[src/rtl/pc_sequencer.sv]
// pc_sequencer: fetch program-counter sequencer.
//   Produces the fetch address each cycle. After reset it spends one cycle in
//   BOOT, then runs: traps beat redirects, redirects beat sequential steps,
//   and a stalled fetch stage holds pc. A redirect to an address that is not
//   STEP-aligned halts the sequencer until a trap restarts it.
// Parameters:
//   XLEN         - pc width in bits
//   RESET_VECTOR - first fetch address after reset
//   STEP         - sequential increment in bytes (4 or 2)
// Ports:
//   clk, rst                        - rising-edge clock, synchronous active-high reset
//   fetch_ready                     - fetch stage accepts the current pc
//   redirect_valid, redirect_target - taken branch / jump request
//   trap_valid, trap_target         - trap redirect request (low bits dropped)
//   pc, pc_valid                    - registered fetch address and its valid flag
//   pc_plus_step, wrap              - pc + STEP and its carry out, combinational
//   misaligned                      - registered, high while halted
module pc_sequencer #(
    parameter int unsigned       XLEN         = 32,
    parameter logic [XLEN-1:0]   RESET_VECTOR = '0,
    parameter int unsigned       STEP         = 4
) (
    input  logic            clk,
    input  logic            rst,
    input  logic            fetch_ready,
    input  logic            redirect_valid,
    input  logic [XLEN-1:0] redirect_target,
    input  logic            trap_valid,
    input  logic [XLEN-1:0] trap_target,
    output logic [XLEN-1:0] pc,
    output logic [XLEN-1:0] pc_plus_step,
    output logic            pc_valid,
    output logic            wrap,
    output logic            misaligned
);

    localparam logic [XLEN-1:0] STEP_W   = XLEN'(STEP);
    localparam logic [XLEN-1:0] LOW_MASK = XLEN'(STEP - 1);

    typedef enum logic [1:0] {
        BOOT,
        RUN,
        HALT
    } state_t;

    state_t          state;
    logic [XLEN:0]   step_sum;
    logic [XLEN-1:0] trap_aligned;
    logic            redirect_aligned;

    // One extra bit on the adder captures the carry out as wrap.
    assign step_sum         = {1'b0, pc} + {1'b0, STEP_W};
    assign pc_plus_step     = step_sum[XLEN-1:0];
    assign wrap             = step_sum[XLEN];

    assign trap_aligned     = trap_target & ~LOW_MASK;
    assign redirect_aligned = (redirect_target & LOW_MASK) == '0;

    // pc_valid and misaligned are registered alongside state so they always
    // reflect the state being entered.
    always_ff @(posedge clk) begin
        if (rst) begin
            state      <= BOOT;
            pc         <= RESET_VECTOR;
            pc_valid   <= 1'b0;
            misaligned <= 1'b0;
        end else begin
            case (state)
                BOOT: begin
                    state    <= RUN;
                    pc_valid <= 1'b1;
                end
                RUN: begin
                    if (trap_valid) begin
                        pc <= trap_aligned;
                    end else if (redirect_valid) begin
                        if (redirect_aligned) begin
                            pc <= redirect_target;
                        end else begin
                            state      <= HALT;
                            pc_valid   <= 1'b0;
                            misaligned <= 1'b1;
                        end
                    end else if (fetch_ready) begin
                        pc <= pc_plus_step;
                    end
                end
                HALT: begin
                    if (trap_valid) begin
                        pc         <= trap_aligned;
                        state      <= RUN;
                        pc_valid   <= 1'b1;
                        misaligned <= 1'b0;
                    end
                end
                default: begin
                    state      <= BOOT;
                    pc_valid   <= 1'b0;
                    misaligned <= 1'b0;
                end
            endcase
        end
    end

endmodule

[config.mk]
export PLATFORM = sky130hd
export DESIGN_NAME = pc_sequencer
export DESIGN_NICKNAME = d
export VERILOG_FILES = /design/src/rtl/pc_sequencer.sv
export SDC_FILE = /design/constraint.sdc
export NUM_CORES = 1
export LEC_CHECK = 0
export CAP_MARGIN = 20
export CORE_AREA = 5 5 98 100
export DETAILED_ROUTE_END_ITERATION = 10
export DIE_AREA = 0 0 103 105
export GPL_TIMING_DRIVEN = 0
export PLACE_DENSITY = 0.69
export SYNTH_ARGS = -nofsm -noshare
export SYNTH_HDL_FRONTEND = slang
export SYNTH_SLANG_ARGS = --single-unit
[constraint.sdc]
create_clock -name clk -period 2.8 [get_ports clk]
set_input_delay 0.56 -clock clk [delete_from_list [all_inputs] [get_ports clk]]
set_output_delay 0.56 -clock clk [all_outputs]
set_load 0.05 [all_outputs]
==> impl_metrics.yaml, run 1 <==
synth:
  synth_seq_area_share: 0.245
  synth_area_sq_um: 2940
  ys_types: 59
  synth-async-reset-ratio: 0
  syn_avg_cell_area_sq_um: 7.32
  yosys_warnings: 0
  syn_inst: 401
  ys.flop_type: "dfxtp_1"
  synth_nets: 475
  synth-edff-count: 0
  ys_ff_latch: 36
critical_path:
  critical_path.max_fanout: 8
  rrSetupSlack_ns: 0.23
  critPathRequiredTime_ns: 2.24
  worstPathArrival_ns: 2.23
  worstReg2RegEnd: "pc[20]"
  path_class: "reg -> out"
  rr_worst_depth: 8
  start_kind: "flop"
  crit_path_end_kind: "output port"
  timing.rr.start: "state[0]"
die:
  die_h_um: 105
  start_util: 0.342
  die-area_sq_um: 10800
  core.rowCount: 34
  chipWidth_um: 103
  coreArea_sq_um: 8590
  ios: 136
timing:
  final_max_slew_viol_count: 0
  fin_skew_ns: 0.0119
  rsz0062_at_grt: "true"
  tightest_slew_ns: 0.690
  hold_violations: 0
  period_share: 0.997
  hold_slack_ns: 0.487
  setup_viol: 0
  max_slew_margin: 0.540
  fin_crit_ns: 2.79
  setup_slack_ns: 0.00978
  fmax_mhz: 358
placement:
  portBuffers: 132
  place_congestion: 0.901
  dp_hpwl_um: 9840
  preCtsSetupSlack_ns: -0.810
power:
  ir_worst_vdd_mv: 0.224
  p_leak_nw: 1.94
  powerDensity_nw_per_um2: 455
cells_and_area:
  register_area_sq_um: 766
  num-nets-final: 628
  multi_input_area_sq_um: 2290
  drive_gt1_frac: 0.214
  fillers: 819
  num_antenna_cells: 0
  syn2layout_area_growth_pct: 66.9
hold_path:
  hp-start: "misaligned"
  hold_class: "reg -> reg"
  whs_endpoint: "misaligned"
  worstHoldPathCells: 2
global_routing:
  grt_first_pass_wirelength_um: 20600
  grt_pass1_vias: 3829
  grt_max_degree: 12
  grt_use_total: 0.240
  antenna_found_initial: 0
  gr-total-overflow: 0
status:
  status: "finished, final reports clean"
route:
  avgRoutedWirePerCell_um: 20.1
  vias_per_cell: 5.91
  antenna_left: 0
  drt_pre_antenna_iters: 5
  vias: 3917
  drc: 0
  drt_iter0_markers: 332
  wirelength_um: 13300
clocking:
  root_buffer: "clkbuf_8"
  clk_path_buf_depth: 2
  cts.sinks: 36
  worstSkewPairLatency_ns: 0.30
  clk_pin_slew_worst_paths_ns: 0.08
  ctsHtreeMaxLevel: 2
  hold_buffers: 0
  cts_tree: "yes"
  cts_made_buffers: 5
job:
  cap_viol_max_count: 0
==> synth_stat cells, drive strengths merged, types with 6 or more instances <==
cell	number	area, sq um
a21oi	34	170
a31oi	7	43.8
and3	11	68.8
and4	6	52.6
buf	8	48.8
clkbuf	29	111
dfxtp	36	721
inv	9	33.8
nand2	40	150
nand2b	9	56.3
nand3	29	145
nand4	8	65.1
nor2	29	109
nor2b	6	37.5
nor3	11	60.1
nor4	9	86.3
o211ai	7	52.6
o21ai	13	65.1
o32ai	6	52.6
or2	6	37.5
xnor2	11	96.3
xor2	13	114
==> per-layer routing <==
layer  vias to the layer above  part of all wire  wire [um]  global-route usage
met2                       206              0.47       6320               0.388
met1                      1892              0.40       5380               0.320
met3                        29             0.092       1220              0.0380
met5                         -                 0          0                   0
li1                       1790                 -          -                   -
met4                         0             0.030        402              0.0842
==> report_power, final <==
group / internal, mW / switching (mW)
Combinational: 0.397 / 0.674
Clock: 0.265 / 0.215
Sequential: 0.573 / 0.107
==> final cells by class <==
cell class,count,area share
clock inverter,2,0.00715
multi-input combinational,319,0.467
buffer,31,0.0309
inverter,9,0.00689
timing repair buffer,152,0.289
sequential,36,0.156
tap,108,0.0276
clock buffer,6,0.0148
==> worst max path at each step <==
stage	start	cells past startpoint	end	slack, ns
after floorplan	pc[2]	6	pc_plus_step[28]	-0.13
after global placement	pc[18]	7	pc_plus_step[31]	-0.86
after detailed placement	pc[18]	7	pc_plus_step[31]	-0.81
after CTS	pc[18]	7	pc_plus_step[24]	0.002
after global routing	pc[3]	8	pc_plus_step[28]	-0.07
final	pc[6]	6	pc_plus_step[23]	0.01
==> state kept, by name (all words and copies together), names as in the netlist <==
name / count
state: 2
pc_valid: 1
pc: 32
misaligned: 1
==> cells by family after synthesis <==
kind of cell,Yosys count,synth area share
xor gates and xnor gates,24,0.0716
muxes,5,0.0170
AOI/OAI and AO/OA,104,0.239
DFF,36,0.245
and+or+nand+nor,181,0.339
adders and majority gates,5,0.0213
buffers and inverters,46,0.0660
==> stage by stage <==
stage                util  setup TNS (ns)  cell area, sq um  power, mW  cells
floorplan               -          -0.239              3140       1.33    401
global placement    0.534          -13.69              4590       1.74    641
detailed placement  0.534          -14.31              4590       1.75    641
CTS                 0.567               0              4870       2.22    662
global route        0.570          -0.228              4900       2.32    663
finish              0.570               0              4900       2.23    663
==> critical path, stage by stage, from the launching register on <==
cell and delay (ns):
dfxtp_2 0.40, nand3_2 0.20, or2_2 0.32, clkbuf_1 0.21, o31a_1 0.30, or2_2 0.29, buf_2 0.21
==> cell usage in the layout (no fill, tap or decap), types with 7 or more instances in the layout <==
| master | synthesis | layout |
|---|---|---|
| clkdlybuf4s50_1 | 0 | 106 |
| nand3_1 | 29 | 28 |
| clkbuf_2 | 2 | 12 |
| nand4_1 | 7 | 7 |
| dfxtp_4 | 0 | 8 |
| o21ai_0 | 13 | 13 |
| nor3_1 | 10 | 9 |
| o211ai_1 | 7 | 7 |
| a21oi_1 | 34 | 34 |
| nor2_1 | 29 | 23 |
| clkbuf_1 | 27 | 19 |
| xnor2_1 | 11 | 7 |
| inv_1 | 9 | 9 |
| buf_4 | 2 | 24 |
| and3_1 | 11 | 11 |
| nand2b_1 | 9 | 9 |
| nand2_1 | 40 | 38 |
| dfxtp_2 | 0 | 12 |
| buf_2 | 3 | 7 |
| dfxtp_1 | 36 | 16 |
| a31oi_1 | 7 | 7 |
==> what timing repair did <==
item / in CTS / in global routing
pin swaps: 8 / 3
setup buffers: 17 / 3
endpoints found under the setup margin: 34 / 43
resized for setup: 112 / 46
cloned: 0 / 0
Note: power is estimated with default switching activity, not from simulation.
==> run 2: changes to the inputs <==
--- a/config.mk
+++ b/config.mk
@@ -6,11 +6,11 @@
 export NUM_CORES = 1
 export LEC_CHECK = 0
 export CAP_MARGIN = 20
-export CORE_AREA = 5 5 98 100
+export CORE_AREA = 2 2 95 97
 export DETAILED_ROUTE_END_ITERATION = 10
-export DIE_AREA = 0 0 103 105
+export DIE_AREA = 0 0 97 99
 export GPL_TIMING_DRIVEN = 0
-export PLACE_DENSITY = 0.69
+export PLACE_DENSITY = 0.65
 export SYNTH_ARGS = -nofsm -noshare
 export SYNTH_HDL_FRONTEND = slang
 export SYNTH_SLANG_ARGS = --single-unit
==> run 2 against run 1 <==
Net effect:
- the run now ends with negative setup slack left
- critical path depth up 1
- fmax decreased by 2.0%
- final cell count is 0.90% lower
- sequential power shrank 0.6%
- routed wire length down 5.4%
==> impl_metrics.yaml, run 2 (synthesis results as in run 1) <==
status:
  status: "complete, but fails checks"
  violations: "negative setup slack"
global_routing:
  grt_max_degree: 11
  grt_pass1_vias: 3711
  grt_use_total: 0.256
  antenna_found_initial: 0
  grt_first_pass_wirelength_um: 19600
  gr-total-overflow: 0
timing:
  fmax_mhz: 351
  fin_skew_ns: 0.00612
  fin_crit_ns: 2.85
  setup_viol: 3
  final_max_slew_viol_count: 0
  hold_slack_ns: 0.483
  rsz0062_at_grt: "true"
  setup_slack_ns: -0.0474
  tightest_slew_ns: 0.736
  max_slew_margin: 0.509
  hold_violations: 0
  final.setup.tns_ns: -0.109
  period_share: 1.02
clocking:
  worstSkewPairLatency_ns: 0.29
  cts.sinks: 36
  cts_made_buffers: 5
  clk_path_buf_depth: 2
  cts_tree: "yes"
  hold_buffers: 0
  root_buffer: "clkbuf_8"
  ctsHtreeMaxLevel: 2
  clk_pin_slew_worst_paths_ns: 0.07
critical_path:
  critical_path.max_fanout: 8
  worstPathArrival_ns: 2.29
  start_kind: "flop"
  critPathRequiredTime_ns: 2.24
  path_class: "reg -> out"
  crit_path_end_kind: "output port"
placement:
  place_congestion: 0.853
  portBuffers: 132
  place_inst: 641
  dp_hpwl_um: 9250
  preCtsSetupSlack_ns: -0.830
  place_area_sq_um: 4590
cells_and_area:
  largestRegisters: "pc: 32 flops, state: 2 flops"
  final_common_cell: "clkdlybuf4s50_1"
  drive_gt1_frac: 0.202
  num-nets-final: 625
  mostFrequentLayoutCells: "106 x clkdlybuf4s50_1, 39 x nand2_1, 34 x a21oi_1"
  num_antenna_cells: 0
  fin_area_sq_um: 4830
  largest_reg_flops: 32
  finalNonFillerCells: 657
  syn2layout_area_growth_pct: 64.6
  largest_register: "pc"
job:
  cap_viol_max_count: 0
die:
  chipWidth_um: 97
  start_util: 0.343
  die_h_um: 99
  coreArea_sq_um: 8550
  ios: 136
  die-area_sq_um: 9600
  core.rowCount: 34
power:
  powerDensity_nw_per_um2: 434
  p_leak_nw: 1.88
  ir_worst_vdd_mv: 0.203
route:
  drc: 0
  highest_layer: "met4"
  wirelength_um: 12600
  vias: 3827
  met1_length_um: 5450
  drt_pre_antenna_iters: 5
  drt_iter0_markers: 235
  met3_length_um: 1020
  met2_length_um: 5950
  vias_per_cell: 5.82
  antenna_left: 0
  avgRoutedWirePerCell_um: 19.2
hold_path:
  hold_class: "reg -> reg"
run 2: cell types whose count changed in the layout (fill, tap and decap cells not counted), moves of 2 or more:
cell / change
nor4_2: +2
clkdlybuf4s15_2: +3
clkbuf_2: -2
dfxtp_2: +4
buf_4: -3
dfxtp_4: -5
run 2: worst paths after layout:
check | from | endpoint | slack (ns) | cells past startpoint
max reg2reg | state[0] | pc[7] | 0.19 | 9
min reg2reg | misaligned | misaligned | 0.48 | 2
max | pc[9] | pc_plus_step[28] | -0.05 | 7
min | misaligned | misaligned | 0.48 | 2
run 2: critical path, stage by stage (launching register included):
cell and delay [ns]:
dfxtp_2 0.44, nand4_4 0.18, or4_4 0.58, buf_12 0.17, nor4_4 0.12, buf_4 0.18
xor2_4 0.14, buf_6 0.17
run 2: report_power, final:
part	switching [mW]	internal (mW)	leakage (nW)
registers	0.103	0.573	0.303
logic	0.670	0.396	1.54
clock network	0.196	0.161	0.0359
total	0.969	1.13	1.88
run 2: stage by stage:
| step | util | power (mW) |
|---|---|---|
| 6_report | 0.565 | 2.10 |
| 5_1_grt | 0.565 | 2.18 |
| 4_1_cts | 0.558 | 2.09 |
| 3_5_place_dp | 0.537 | 1.74 |
| 3_3_place_gp | 0.537 | 1.73 |
| 2_1_floorplan | - | 1.33 |
run 2: area by class of cell:
cell class | count | area (sq um)
Buffer | 32 | 155
Multi-Input combinational cell | 319 | 2290
Inverter | 9 | 33.8
Fill cell | 833 | 3720
Sequential cell | 36 | 752
Timing Repair Buffer | 148 | 1400
Tap cell | 108 | 135
Clock buffer | 5 | 68.8
run 2: repair_timing:
action | in CTS | in global routing
setup endpoints to repair | 28 | 40
pin swaps | 9 | 3
gates cloned | 0 | 0
setup buffers | 12 | 4
resized for setup | 107 | 36
run 2: metal layers:
| layer | global-route usage | vias to the layer above |
|---|---|---|
| met3 | 0.0475 | 13 |
| met1 | 0.336 | 1820 |
| li1 | - | 1777 |
| met5 | 0 | - |
| met4 | 0.0769 | 0 |
| met2 | 0.430 | 217 |
==> run 3: changes to the inputs <==
--- a/config.mk
+++ b/config.mk
@@ -5,10 +5,11 @@
 export SDC_FILE = /design/constraint.sdc
 export NUM_CORES = 1
 export LEC_CHECK = 0
+export ABC_AREA = 1
 export CAP_MARGIN = 20
-export CORE_AREA = 2 2 95 97
+export CORE_AREA = 2 2 94 96
 export DETAILED_ROUTE_END_ITERATION = 10
-export DIE_AREA = 0 0 97 99
+export DIE_AREA = 0 0 96 98
 export GPL_TIMING_DRIVEN = 0
 export PLACE_DENSITY = 0.65
 export SYNTH_ARGS = -nofsm -noshare
==> run 3 against run 2 <==
Net effect:
- the flow now finishes without violations
- core utilization is 4.2 points lower
- final cell count is 6.1% higher
- routed wire length is 22% lower
- count of clock-buffer cells in the layout is 1 higher
- final area is 8.3% lower
- first-iteration DRC count is 17% lower
- via count is 13% lower
==> impl_metrics.yaml, run 3 <==
critical_path:
  timing.rr.start: "state[0]"
  rrSetupSlack_ns: 0.87
  worstReg2RegEnd: "pc[3]"
  crit_path_end_kind: "output port"
  path_class: "reg -> out"
  worstPathArrival_ns: 2.10
  rr_worst_depth: 10
  critPathRequiredTime_ns: 2.24
  start_kind: "flop"
  critical_path.max_fanout: 6
global_routing:
  met3_usage: 0.0548
  gr-total-overflow: 0
  gr-max-usage-layer: "met2"
  met1_usage: 0.270
  grt_max_degree: 12
  grt_first_pass_wirelength_um: 15600
  met2_usage: 0.344
  antenna_found_initial: 0
  grt_pass1_vias: 3198
  grt_use_total: 0.208
die:
  start_util: 0.340
  die-area_sq_um: 9410
  die_h_um: 98
  chipWidth_um: 96
  coreArea_sq_um: 8470
  ios: 136
  core.rowCount: 34
synth:
  synth_top_area_cell: "dfxtp_1"
  yosys_warnings: 0
  synth-async-reset-ratio: 0
  ys_ff_latch: 36
  yosys-top-cells-count: "149 x nand2_1, 48 x a21oi_1, 36 x dfxtp_1"
  ys_types: 37
  yosysMostFrequentCell: "nand2_1"
  synth.area.top_cells: "dfxtp_1 25%, nand2_1 19%, a21oi_1 8.3%"
  syn_inst: 449
  synth_area_sq_um: 2880
  synth_nets: 523
  ys.flop_type: "dfxtp_1"
  synth_seq_area_share: 0.250
  synth-edff-count: 0
  synth_top_cell_area_share: 0.250
  syn_avg_cell_area_sq_um: 6.42
timing:
  tightest_slew_ns: 0.542
  max_slew_margin: 0.637
  final_max_slew_viol_count: 0
  rsz0062_at_grt: "false"
  fin_skew_ns: 0.00770
  fin_crit_ns: 2.66
  hold_violations: 0
  setup_viol: 0
  period_share: 0.951
  fmax_mhz: 376
route:
  wirelength_um: 9830
  drt_pre_antenna_iters: 5
  antenna_left: 0
  drt_iter0_markers: 196
  drc: 0
  avgRoutedWirePerCell_um: 14.1
  vias_per_cell: 4.79
  vias: 3341
job:
  cap_viol_max_count: 0
clocking:
  hold_buffers: 0
  worstSkewPairLatency_ns: 0.30
  cts_made_buffers: 5
  clk_path_buf_depth: 2
  cts_tree: "yes"
  cts.sinks: 36
  clk_pin_slew_worst_paths_ns: 0.08
  ctsHtreeMaxLevel: 2
  root_buffer: "clkbuf_8"
placement:
  place_congestion: 0.855
  dp_hpwl_um: 7820
  place_inst: 689
  place_area_sq_um: 4400
  portBuffers: 132
cells_and_area:
  final_common_cell: "nand2_1"
  mostFrequentLayoutCells: "149 x nand2_1, 105 x clkdlybuf4s50_1, 48 x a21oi_1"
  largest_reg_flops: 32
  final_util: 0.524
  syn2layout_area_growth_pct: 53.8
  drive_gt1_frac: 0.143
  num_antenna_cells: 0
  largestRegisters: "pc: 32 flops, state: 2 flops"
  num-nets-final: 662
  finalNonFillerCells: 697
  fin_area_sq_um: 4430
  largest_register: "pc"
hold_path:
  hp-start: "pc_valid"
  hold_class: "reg -> reg"
  worstHoldPathCells: 2
  whs_endpoint: "pc_valid"
power:
  ir_worst_vdd_mv: 0.600
  powerDensity_nw_per_um2: 1180
  p_leak_nw: 1.93
status:
  status: "finished, final reports clean"
## run 3: worst max path at each step
stage,start,end,slack (ns),depth (start not counted)
2_1_floorplan,pc[3],wrap,-0.11,7
3_3_place_gp,pc[2],pc_plus_step[30],-0.07,8
3_5_place_dp,pc[2],pc_plus_step[24],-0.07,8
5_1_grt,pc[9],pc_plus_step[31],0.0009,7
4_1_cts,pc[2],pc_plus_step[24],0.0003,8
6_report,pc[6],pc_plus_step[19],0.14,8
## run 3: per-layer routing
metal | part of all wire | vias up
met4 | 0.011 | 0
met5 | 0 | -
met2 | 0.46 | 132
met1 | 0.45 | 1486
met3 | 0.080 | 10
li1 | - | 1713
## run 3: report_power, final
| group | internal, mW | total (mW) | switching [mW] |
|---|---|---|---|
| combinational | 1.16 | 3.73 | 2.57 |
| sequential | 0.754 | 1.12 | 0.367 |
| clock | 0.197 | 0.401 | 0.204 |
## run 3: logic make-up after synthesis
kind of cell    share of synthesized area
compound gates                      0.188
simple gates                        0.378
flops                               0.250
fa+ha+maj                          0.0217
xor+xnor                           0.0764
buf+inv                            0.0855
## run 3: per-stage QoR
step	setup slack, ns	setup TNS, ns	hold slack (ns)	total power, mW
CTS	0.000314	0	0.476	5.30
global placement	-0.0707	-0.223	0.459	4.96
finish	0.137	0	0.476	5.25
detailed placement	-0.0744	-0.225	0.461	4.98
floorplan	-0.112	-0.136	0.479	3.68
global route	0.000883	0	0.495	5.56
## run 3: area by class of cell
type,instances,area [sq um]
clock buffer,6,82.6
buffer,19,100
timing repair buffer,132,1260
tap,108,135
inverter,39,146
clock inverter,2,10.0
sequential,36,721
multi-input combinational,355,1980
fill,882,4030
## run 3: repair_timing
action	in CTS	in global routing
buffers inserted	0	0
resized for setup	42	34
endpoints found under the setup margin	25	22
## run 3: critical path, stage by stage, from the launching register on
cell	delay, ns
dfxtp_1	0.48
nand2_1	0.15
nor2_4	0.13
nand2_4	0.09
nor2_4	0.15
nand2_2	0.10
nand2_1	0.08
and2_1	0.14
clkdlybuf4s15_1	0.50
